$ cat config.mk
export PLATFORM = sky130hd
export DESIGN_NAME = vec_writeback_flat
export DESIGN_NICKNAME = d
export VERILOG_FILES = /design/src/rtl/vec_pkg.sv /design/src/rtl/vec_writeback_if.sv /design/src/rtl/vec_wb_fifo.sv /design/src/rtl/vec_writeback.sv /design/src/flat_wrapper.sv
export SDC_FILE = /design/constraint.sdc
export NUM_CORES = 2
export LEC_CHECK = 0
export BUFFER_PORTS_ARGS = -buffer_cell sky130_fd_sc_hd__buf_4
export CORE_AREA = 2 2 336 338
export CTS_CLUSTER_SIZE = 16
export DETAILED_ROUTE_END_ITERATION = 10
export DIE_AREA = 0 0 338 340
export HOLD_SLACK_MARGIN = 0.12
export PLACE_DENSITY = 0.78
export REMOVE_ABC_BUFFERS = 1
export SLEW_MARGIN = 20
export SYNTH_ARGS = -nofsm -noshare
export SYNTH_HDL_FRONTEND = slang
export SYNTH_HIERARCHICAL = 1
export SYNTH_SLANG_ARGS = --single-unit
$ cat constraint.sdc
create_clock -name clk -period 22.3 [get_ports clk]
set_input_delay 1.115 -clock clk [delete_from_list [all_inputs] [get_ports clk]]
set_output_delay 1.115 -clock clk [all_outputs]
set_load 0.02 [all_outputs]
$ cat src/rtl/vec_pkg.sv
// Shared vector writeback definitions: SEW codes, default width and element/byte mask helpers.
package vec_pkg;

  localparam int unsigned DataWDefault = 256;

  localparam logic [2:0] VsewE8  = 3'd0;
  localparam logic [2:0] VsewE16 = 3'd1;
  localparam logic [2:0] VsewE32 = 3'd2;
  localparam logic [2:0] VsewE64 = 3'd3;

  // Elements per 256-bit register; 0 flags an illegal encoding.
  function automatic logic [5:0] vlmax(input logic [2:0] vsew);
    logic [5:0] n;
    case (vsew)
      VsewE8:  n = 6'd32;
      VsewE16: n = 6'd16;
      VsewE32: n = 6'd8;
      VsewE64: n = 6'd4;
      default: n = 6'd0;
    endcase
    return n;
  endfunction

  function automatic logic [31:0] elem_to_byte_en(input logic [31:0] elem_en,
                                                  input logic [2:0]  vsew);
    logic [31:0] be;
    for (int unsigned b = 0; b < 32; b++) begin
      be[b] = elem_en[b >> vsew[1:0]];
    end
    return be;
  endfunction

endpackage

$ cat src/rtl/vec_writeback_if.sv
// VRF read/write port bundle between the writeback stage (master) and the register file (slave).
interface vec_writeback_if #(
  parameter int unsigned DATA_W     = 256,
  parameter int unsigned REG_ADDR_W = 5
);
  logic                  vrf_rd_en;
  logic [REG_ADDR_W-1:0] vrf_rd_addr;
  logic [DATA_W-1:0]     vrf_rd_data;
  logic                  vrf_we;
  logic [REG_ADDR_W-1:0] vrf_wr_addr;
  logic [DATA_W-1:0]     vrf_wr_data;
  logic                  vrf_wr_ready;

  modport master (
    output vrf_rd_en, vrf_rd_addr, vrf_we, vrf_wr_addr, vrf_wr_data,
    input  vrf_rd_data, vrf_wr_ready
  );

  modport slave (
    input  vrf_rd_en, vrf_rd_addr, vrf_we, vrf_wr_addr, vrf_wr_data,
    output vrf_rd_data, vrf_wr_ready
  );
endinterface

$ cat src/rtl/vec_wb_fifo.sv
// Synchronous result FIFO for the writeback stage; rst_ni is a synchronous active-low reset.
module vec_wb_fifo #(
  parameter int unsigned Width = 1,
  parameter int unsigned Depth = 2
) (
  input  logic             clk_i,
  input  logic             rst_ni,
  input  logic             push_i,
  input  logic             pop_i,
  input  logic [Width-1:0] wdata_i,
  output logic [Width-1:0] rdata_o,
  output logic             full_o,
  output logic             empty_o
);
  localparam int unsigned PtrW = (Depth > 1) ? $clog2(Depth) : 1;

  logic [Width-1:0] mem_q [Depth];
  logic [PtrW-1:0]  wptr_q, rptr_q;
  logic [PtrW:0]    cnt_q;

  always_ff @(posedge clk_i) begin
    if (!rst_ni) begin
      wptr_q <= '0;
      rptr_q <= '0;
      cnt_q  <= '0;
    end else begin
      if (push_i) begin
        mem_q[wptr_q] <= wdata_i;
        wptr_q        <= wptr_q + 1'b1;
      end
      if (pop_i) rptr_q <= rptr_q + 1'b1;
      if (push_i && !pop_i)      cnt_q <= cnt_q + 1'b1;
      else if (!push_i && pop_i) cnt_q <= cnt_q - 1'b1;
    end
  end

  assign rdata_o = mem_q[rptr_q];
  assign full_o  = (cnt_q == Depth[PtrW:0]);
  assign empty_o = (cnt_q == '0);

endmodule

$ cat src/rtl/vec_writeback.sv
// Vector writeback: buffers execute results, merges active elements over old vd, writes the VRF.
// Define VEC_WB_AGNOSTIC_EN for the agnostic policy (inactive/tail = all ones, no old-vd read).
module vec_writeback #(
  parameter int unsigned DATA_W     = vec_pkg::DataWDefault,
  parameter int unsigned FIFO_DEPTH = 2,
  parameter int unsigned REG_ADDR_W = 5
) (
  input  logic                  clk,
  input  logic                  reset,
  input  logic                  vec_op_done,
  input  logic [DATA_W-1:0]     vec_exec_out,
  input  logic [REG_ADDR_W-1:0] vd_addr,
  input  logic [2:0]            vsew,
  input  logic [31:0]           vlen,
  input  logic                  vm,
  input  logic [31:0]           v0_mask,
  vec_writeback_if.master       vrf,
  output logic                  wb_ready,
  output logic                  wb_done,
  output logic                  err_overflow,
  output logic                  err_illegal
);
  import vec_pkg::*;

  localparam int unsigned EntryW   = DATA_W + REG_ADDR_W + 3 + 32 + 1 + 32;
  localparam int unsigned NumBytes = DATA_W / 8;

  typedef enum logic [1:0] {StIdle, StCheck, StMerge, StWrite} state_e;

  logic              fifo_full, fifo_empty, push, pop;
  logic [EntryW-1:0] head;

  logic [DATA_W-1:0]     h_data;
  logic [REG_ADDR_W-1:0] h_vd;
  logic [2:0]            h_vsew;
  logic [31:0]           h_vl, h_v0;
  logic                  h_vm;

  logic [5:0]  h_vlmax, h_eff_vl;
  logic [31:0] h_elem_en;
  logic        h_illegal;

  state_e                state_q;
  logic [DATA_W-1:0]     data_q, wr_data_q, fill, merged;
  logic [REG_ADDR_W-1:0] vd_q, rd_addr_q;
  logic [31:0]           be_q;
  logic                  illegal_q, zero_q, rd_en_q, we_q, done_q, ovf_q, ill_pulse_q;

  assign pop  = (state_q == StIdle) && !fifo_empty;
  assign push = vec_op_done && (!fifo_full || pop);

  vec_wb_fifo #(
    .Width (EntryW),
    .Depth (FIFO_DEPTH)
  ) u_fifo (
    .clk_i   (clk),
    .rst_ni  (reset),
    .push_i  (push),
    .pop_i   (pop),
    .wdata_i ({vec_exec_out, vd_addr, vsew, vlen, vm, v0_mask}),
    .rdata_o (head),
    .full_o  (fifo_full),
    .empty_o (fifo_empty)
  );

  assign {h_data, h_vd, h_vsew, h_vl, h_vm, h_v0} = head;

  // Element enables are resolved while the entry is still at the FIFO head.
  always_comb begin
    h_vlmax   = vlmax(h_vsew);
    h_illegal = (h_vlmax == 6'd0);
    h_eff_vl  = (h_vl > 32'(h_vlmax)) ? h_vlmax : h_vl[5:0];
    for (int unsigned i = 0; i < 32; i++) begin
      h_elem_en[i] = (i < 32'(h_eff_vl)) && (h_vm || h_v0[i]);
    end
  end

`ifdef VEC_WB_AGNOSTIC_EN
  logic unused_rd_data;
  assign unused_rd_data = ^vrf.vrf_rd_data;
  assign fill = '1;
`else
  assign fill = vrf.vrf_rd_data;
`endif

  always_comb begin
    merged = '0;
    for (int unsigned b = 0; b < NumBytes; b++) begin
      merged[8*b +: 8] = be_q[b] ? data_q[8*b +: 8] : fill[8*b +: 8];
    end
  end

  always_ff @(posedge clk) begin
    if (!reset) begin
      state_q     <= StIdle;
      data_q      <= '0;
      wr_data_q   <= '0;
      vd_q        <= '0;
      rd_addr_q   <= '0;
      be_q        <= '0;
      illegal_q   <= 1'b0;
      zero_q      <= 1'b0;
      rd_en_q     <= 1'b0;
      we_q        <= 1'b0;
      done_q      <= 1'b0;
      ovf_q       <= 1'b0;
      ill_pulse_q <= 1'b0;
    end else begin
      rd_en_q     <= 1'b0;
      done_q      <= 1'b0;
      ill_pulse_q <= 1'b0;
      if (vec_op_done && fifo_full && !pop) ovf_q <= 1'b1;
      unique case (state_q)
        StIdle: begin
          if (!fifo_empty) begin
            data_q    <= h_data;
            vd_q      <= h_vd;
            be_q      <= elem_to_byte_en(h_elem_en, h_vsew);
            illegal_q <= h_illegal;
            zero_q    <= (h_eff_vl == 6'd0);
            rd_addr_q <= h_vd;
`ifdef VEC_WB_AGNOSTIC_EN
            rd_en_q   <= 1'b0;
`else
            rd_en_q   <= !h_illegal && (h_eff_vl != 6'd0);
`endif
            state_q   <= StCheck;
          end
        end
        StCheck: begin
          if (illegal_q) begin
            done_q      <= 1'b1;
            ill_pulse_q <= 1'b1;
            state_q     <= StIdle;
          end else if (zero_q) begin
            done_q  <= 1'b1;
            state_q <= StIdle;
          end else begin
`ifdef VEC_WB_AGNOSTIC_EN
            // No old data needed, so the merge is folded into this cycle.
            wr_data_q <= merged;
            we_q      <= 1'b1;
            state_q   <= StWrite;
`else
            state_q   <= StMerge;
`endif
          end
        end
        StMerge: begin
          wr_data_q <= merged;
          we_q      <= 1'b1;
          state_q   <= StWrite;
        end
        StWrite: begin
          if (vrf.vrf_wr_ready) begin
            we_q    <= 1'b0;
            done_q  <= 1'b1;
            state_q <= StIdle;
          end
        end
        default: state_q <= StIdle;
      endcase
    end
  end

  assign vrf.vrf_rd_en   = rd_en_q;
  assign vrf.vrf_rd_addr = rd_addr_q;
  assign vrf.vrf_we      = we_q;
  assign vrf.vrf_wr_addr = vd_q;
  assign vrf.vrf_wr_data = wr_data_q;
  assign wb_ready        = !fifo_full;
  assign wb_done         = done_q;
  assign err_overflow    = ovf_q;
  assign err_illegal     = ill_pulse_q;

endmodule

$ cat src/flat_wrapper.sv
// flat-port wrapper written by rule: the top's interface ports become plain ports
module vec_writeback_flat import vec_pkg::*;
#(
  parameter int unsigned DATA_W     = vec_pkg::DataWDefault,
  parameter int unsigned FIFO_DEPTH = 2,
  parameter int unsigned REG_ADDR_W = 5
)
  (clk, reset, vec_op_done, vec_exec_out, vd_addr, vsew, vlen, vm, v0_mask, wb_ready, wb_done, err_overflow, err_illegal, vrf_vrf_rd_en, vrf_vrf_rd_addr, vrf_vrf_we, vrf_vrf_wr_addr, vrf_vrf_wr_data, vrf_vrf_rd_data, vrf_vrf_wr_ready);
  vec_writeback_if #(.DATA_W(DATA_W), .REG_ADDR_W(REG_ADDR_W)) vrf_i ();
  input  logic clk;
  input  logic reset;
  input  logic vec_op_done;
  input  logic [DATA_W-1:0] vec_exec_out;
  input  logic [REG_ADDR_W-1:0] vd_addr;
  input  logic [2:0] vsew;
  input  logic [31:0] vlen;
  input  logic vm;
  input  logic [31:0] v0_mask;
  output logic wb_ready;
  output logic wb_done;
  output logic err_overflow;
  output logic err_illegal;
  output wire logic [$bits(vrf_i.vrf_rd_en)-1:0] vrf_vrf_rd_en;
  output wire logic [$bits(vrf_i.vrf_rd_addr)-1:0] vrf_vrf_rd_addr;
  output wire logic [$bits(vrf_i.vrf_we)-1:0] vrf_vrf_we;
  output wire logic [$bits(vrf_i.vrf_wr_addr)-1:0] vrf_vrf_wr_addr;
  output wire logic [$bits(vrf_i.vrf_wr_data)-1:0] vrf_vrf_wr_data;
  input wire logic [$bits(vrf_i.vrf_rd_data)-1:0] vrf_vrf_rd_data;
  input wire logic [$bits(vrf_i.vrf_wr_ready)-1:0] vrf_vrf_wr_ready;
  assign vrf_vrf_rd_en = vrf_i.vrf_rd_en;
  assign vrf_vrf_rd_addr = vrf_i.vrf_rd_addr;
  assign vrf_vrf_we = vrf_i.vrf_we;
  assign vrf_vrf_wr_addr = vrf_i.vrf_wr_addr;
  assign vrf_vrf_wr_data = vrf_i.vrf_wr_data;
  assign vrf_i.vrf_rd_data = vrf_vrf_rd_data;
  assign vrf_i.vrf_wr_ready = vrf_vrf_wr_ready;
  vec_writeback #(.DATA_W(DATA_W), .FIFO_DEPTH(FIFO_DEPTH), .REG_ADDR_W(REG_ADDR_W)) u_core (.clk(clk), .reset(reset), .vec_op_done(vec_op_done), .vec_exec_out(vec_exec_out), .vd_addr(vd_addr), .vsew(vsew), .vlen(vlen), .vm(vm), .v0_mask(v0_mask), .vrf(vrf_i), .wb_ready(wb_ready), .wb_done(wb_done), .err_overflow(err_overflow), .err_illegal(err_illegal));
endmodule
Word level (Yosys, flattened, before mapping)
Memory sizes are Yosys's and may differ from the RTL's. A register that Yosys moved wholly into a read port is not among the register bits.
Cells that the tools add are included.
Storage, ports and cells
  memories kept: 1
  memory bits (writable): 658
  bits in registers: 562
  logic and storage cells: 336
  input bits: 589
Operators by class
  reduce and logical (&&, ||, !) cells: 90
  multiplexer cells: 117
  shift operators: 32
  equality and inequality tests: 9
  add/sub/neg operators: 4
  bitwise gates (word level): 3
  $lt $le $gt $ge: 65
Memory list
  u_core.u_fifo.mem_q: depth 2, bits a word 329, read ports 1, clocked after Yosys merged registers in 1, write ports 1, line vec_wb_fifo.sv:17  | logic [Width-1:0] mem_q [Depth];
Operators with widths (number)
  $lt A32 B6 Y1 const B: 32
  $shr A5 B2 Y32 const A: 16
  $mux W8: 32
  $shr A4 B2 Y32 const A: 8
  $bmux W1 S5: 32
  $shr A3 B2 Y32 const A: 4
  $lt A5 B6 Y1 const A: 16
  $shr A1 B2 Y32 const A: 2
  $shr A2 B2 Y32 const A: 2
  $lt A4 B6 Y1 const A: 8
  $mux W1: 42
  $logic_and A1 B1 Y1: 39
  $logic_or A1 B1 Y1: 33
  $gt A32 B6 Y1: 1
  $lt A3 B6 Y1 const A: 4
  $pmux W6 S4: 1
  $logic_not A6 Y1: 2
  $lt A1 B6 Y1 const A: 2
  $lt A2 B6 Y1 const A: 2
  $mux W2: 6
  $pmux W2 S4: 1
  $reduce_and A2 Y1: 4
  $eq A2 B2 Y1 const B: 3
  $eq A3 B2 Y1 const B: 2
  other kinds (15): 26

Depth between registers and ports, before layout
  depth in word-level cells: 9
  depth in mapped cells: 23
  mapped depth without buffers: 15

By module
Netlist, hierarchy kept.
By module, submodules not included
  vec_writeback: cells each 3139, area an instance 27309.9 um2, times used 1
  vec_wb_fifo: cells each 1047, area an instance 25523.2 um2, times used 1

Least setup slack after synthesis
Ideal clock, no wire load.
  kind: register -> register
  start: register u_core.u_fifo.cnt_q[0]
  end: memory u_core/u_fifo/mem_q[0][0] in the netlist's numbering (enable)
  setup time: 1.026 ns
  required time: 21.274 ns
  arrival: 15.524 ns
  cell stages (with the launch flop): 10
  setup slack: 5.750 ns
  path through: dfxtp_1 -> nor2_1 -> or3_1 -> clkbuf_1 -> clkbuf_1 -> clkbuf_1 -> clkbuf_1 -> a21boi_0 -> nand2_1 -> nor2_1
Between the ends
  cells in the longest elaborated chain, start to end: 8
  elaborated cells between the ends (all ways): 10
RTL lines
  from (decl): line vec_wb_fifo.sv:19  | logic [PtrW:0] cnt_q;
  from (signal assigned): line vec_wb_fifo.sv:32  | if (push_i && !pop_i) cnt_q <= cnt_q + 1'b1;
  from (signal assigned): line vec_wb_fifo.sv:33  | else if (!push_i && pop_i) cnt_q <= cnt_q - 1'b1;
  $logic_not A2 Y1: line vec_wb_fifo.sv:39  | assign empty_o = (cnt_q == '0);
  named net u_core.fifo_empty: line vec_writeback.sv:30  | logic fifo_full, fifo_empty, push, pop;
  $logic_not A1 Y1: line vec_writeback.sv:49  | assign pop = (state_q == StIdle) && !fifo_empty;
  $logic_and A1 B1 Y1: line vec_writeback.sv:49
  $logic_or A1 B1 Y1: line vec_writeback.sv:50  | assign push = vec_op_done && (!fifo_full || pop);
  $logic_and A1 B1 Y1: line vec_writeback.sv:50
  named net u_core.push: line vec_writeback.sv:30
  $mux W1: line vec_wb_fifo.sv:27  | if (push_i) begin
  $mux W1: line vec_wb_fifo.sv:22  | if (!rst_ni) begin
  $mux W1 (not written as such): line vec_wb_fifo.sv:28  | mem_q[wptr_q] <= wdata_i;
  to (decl): line vec_wb_fifo.sv:17
The timed path passes the listed nets, and every way through them passes these cells.

==> impl_metrics.tcl <==
set metrics [dict create \
    drt_first_pass_iters 5 \
    post-route-min-period_ns 6.840 \
    hold_class "flop to flop" \
    ant_nets 0 \
    cts_made_buffers 131 \
    critPathLaunchType "flop" \
    ys_types 87 \
    hold_buffers 0 \
    crit_fanout 48 \
    ys_seq_area_share_pct 58.73 \
    slew_viol_final 0 \
    synth_area_mm2 0.05283 \
    clkLatencyLatePin_ns 0.75 \
    die_area_mm2 0.1149 \
    ys_top_cells_by_area "edfxtp_1 37%, dfxtp_1 21%, mux2_4 8.6%" \
    vias 36620 \
    crit_path_end_kind "flop" \
    skew_ns 0.03693 \
    power_mw 7.794 \
    cts-root-buf "clkbuf_16" \
    n_fill_cell 8950 \
    cts.path.max_buffers 3 \
    ys_ff_latch 1221 \
    start_util_pct 47.35 \
    post-cts-setup-buffer-count 0 \
    clkPwrFrac_pct 26.5 \
    synth_edf_count 658 \
    synth_warnings 6 \
    ir_drop_uv 93.70 \
    ios 861 \
    yosys-top-cells-count "869 x nand2_1, 658 x edfxtp_1, 563 x dfxtp_1, 303 x mux2_4, 283 x mux2i_1" \
    tightest_slew_ns 1.219 \
    grt_max_degree 201 \
    grt.total_usage_pct 25.21 \
    core_mm2 0.1116 \
    synth.most_common_cell "nand2_1" \
    worstSetupPathType "flop to flop" \
    grt_pass1_wl_um 220600 \
    dp_hpwl_um 100800 \
    slew_headroom_pct 18.19 \
    final_cells 6521 \
    die_h_um 340 \
    powerDensity_mw_per_mm2 121.9 \
    htreeDepth 4 \
    clock-sinks 1221 \
    cts_resized 0 \
    drv_cap 0 \
    wl_per_cell_um 23.09 \
    clkTransAtPathRegs_ns 0.07 \
    p_sw_mw 2.714 \
    combPwrFrac_pct 32.1 \
    rows 123 \
    routed_wl_um 150600 \
    hold_violations 0 \
    port_buffers 860 \
    synth_top_area_share_pct 37.40 \
    drtIter0Drc 2640 \
    cp_data_required_time_ns 22.90 \
    postSynthCellCount 4186 \
    power_leakage_nw 26.82 \
    area_growth_pct 20.98 \
    crit_arrival_ns 7.44 \
    gp_congestion 0.9053 \
    status "complete, no violations" \
    p_seq_share_pct 41.3 \
    finalCritPeriodShare_pct 30.67 \
    drc 0 \
    placed_cells 6258 \
    clock.fmax_mhz 146.2 \
    avgSynthCellArea_um2 12.62 \
    antenna_found_initial 24 \
    setup_viol 0 \
    drive_gt1_share_pct 29.71 \
    ys.flop_type "edfxtp_1" \
    cts_tree "done" \
    grt.overflow.total 0 \
    viasPerCell 5.615 \
    grt_pass1_vias 36290 \
    intPower_mw 5.080 \
    tns_ns 0 \
    yosysTopAreaCell "edfxtp_1" \
    chipWidth_um 338 \
    async_flop_share_pct 0 \
    sw_frac_of_total_pct 34.82 \
    rsz0062_at_grt "no" \
    final_nets 5493 \
]
==> final timing paths <==
kind                                        from                              to  slack [ns]  cells past startpoint
hold reg to reg   u_core/data_q[93]$_SDFFE_PN0P_  u_core/data_q[93]$_SDFFE_PN0P_        0.47                      2
setup reg to reg                            flop    u_core/be_q[29]$_SDFFE_PN0P_       15.46                     16
hold / removal    u_core/data_q[93]$_SDFFE_PN0P_  u_core/data_q[93]$_SDFFE_PN0P_        0.47                      2
setup / recovery                            flop    u_core/be_q[29]$_SDFFE_PN0P_       15.46                     16
==> metrics by stage <==
step | area, um2 | hold WS, ns | worst slack [ns] | util [%]
after floorplan | 50950 | 0.4431 | 3.412 | -
after global placement | 59780 | 0.4512 | 15.59 | 53.58
after detailed placement | 59780 | 0.4589 | 15.60 | 53.58
after CTS | 63860 | 0.4670 | 15.59 | 57.23
after global routing | 63910 | 0.4839 | 15.24 | 57.28
final | 63920 | 0.4672 | 15.46 | 57.29
==> registers in the layout, indices dropped and copies added (netlist names), 2 cells and up, named ones only <==
name / cells
u_core/be_q: 32
u_core/vrf.vrf_wr_data: 256
u_core/u_fifo/mem_q: 658
u_core/data_q: 256
u_core/vrf.vrf_rd_addr: 5
u_core/u_fifo/cnt_q: 2
==> power by group through the flow <==
stage	Clock, mW	Combinational (mW)	Sequential [mW]
final	2.07	2.50	3.22
after global routing	2.21	2.68	3.27
after CTS	2.12	2.50	3.23
after detailed placement	0	2.49	3.27
after global placement	0	2.45	3.25
after floorplan	0	1.84	3.42
==> layer usage <==
metal,share of wire [%],global-route usage [%],routed length [um]
met1,39,30.29,58690
met2,50,42.79,74750
met3,7.2,6.045,10830
met4,4.2,11.29,6301
met5,0.011,0,17
==> layout make-up <==
cell class                 count  area [um2]  share of cell area (%)
antenna                       23       57.56                 0.09005
clock buffer                 197        3732                   5.839
clock inverter                43       347.8                  0.5442
inverter                      16       67.56                  0.1057
multi-input combinational   2607       19900                   31.13
sequential                  1221       31030                   48.55
tap                         1500        1877                   2.936
timing repair buffer         914        6907                   10.81
==> layout by cell type (no fill, tap or decap), types with 33 or more instances in the layout <==
cell,count
nand2_1,869
mux2_4,303
clkbuf_16,136
buf_4,910
a21boi_0,265
clkbuf_1,51
mux2_2,33
mux2i_1,283
dfxtp_1,562
o211a_1,259
edfxtp_1,658
a21oi_1,59
nor2_1,106
o21ai_0,58
==> critical path, stage by stage, from the launching register on <==
cell	delay (ns)
dfxtp_4	0.77
mux2_4	0.53
inv_1	0.56
ha_1	0.25
buf_4	0.51
nand2b_1	0.26
ha_1	0.34
nor2b_1	0.13
o21a_1	0.17
o21a_1	0.37
nor2_2	0.66
a311o_1	0.76
mux2i_1	0.19
a22o_1	0.27
a211o_1	0.23
a2111oi_2	0.50
o41ai_1	0.13
==> logic make-up (layout without fill, tap and decap cells) <==
kind of cell	after synthesis	count (layout)	share of synthesized area [%]
XOR/XNOR	4	4	0.06632
AO/OA/AOI/OAI	844	844	13.01
flip-flops	1221	1221	58.73
other	0	23	0
multiplexers	646	646	15.81
AND/OR/NAND/NOR	1100	1100	8.393
adder cells (fa/ha/maj)	13	13	0.3079
buffers and inverters	358	1170	3.680
No activity file was read; power rests on OpenSTA's default activity.
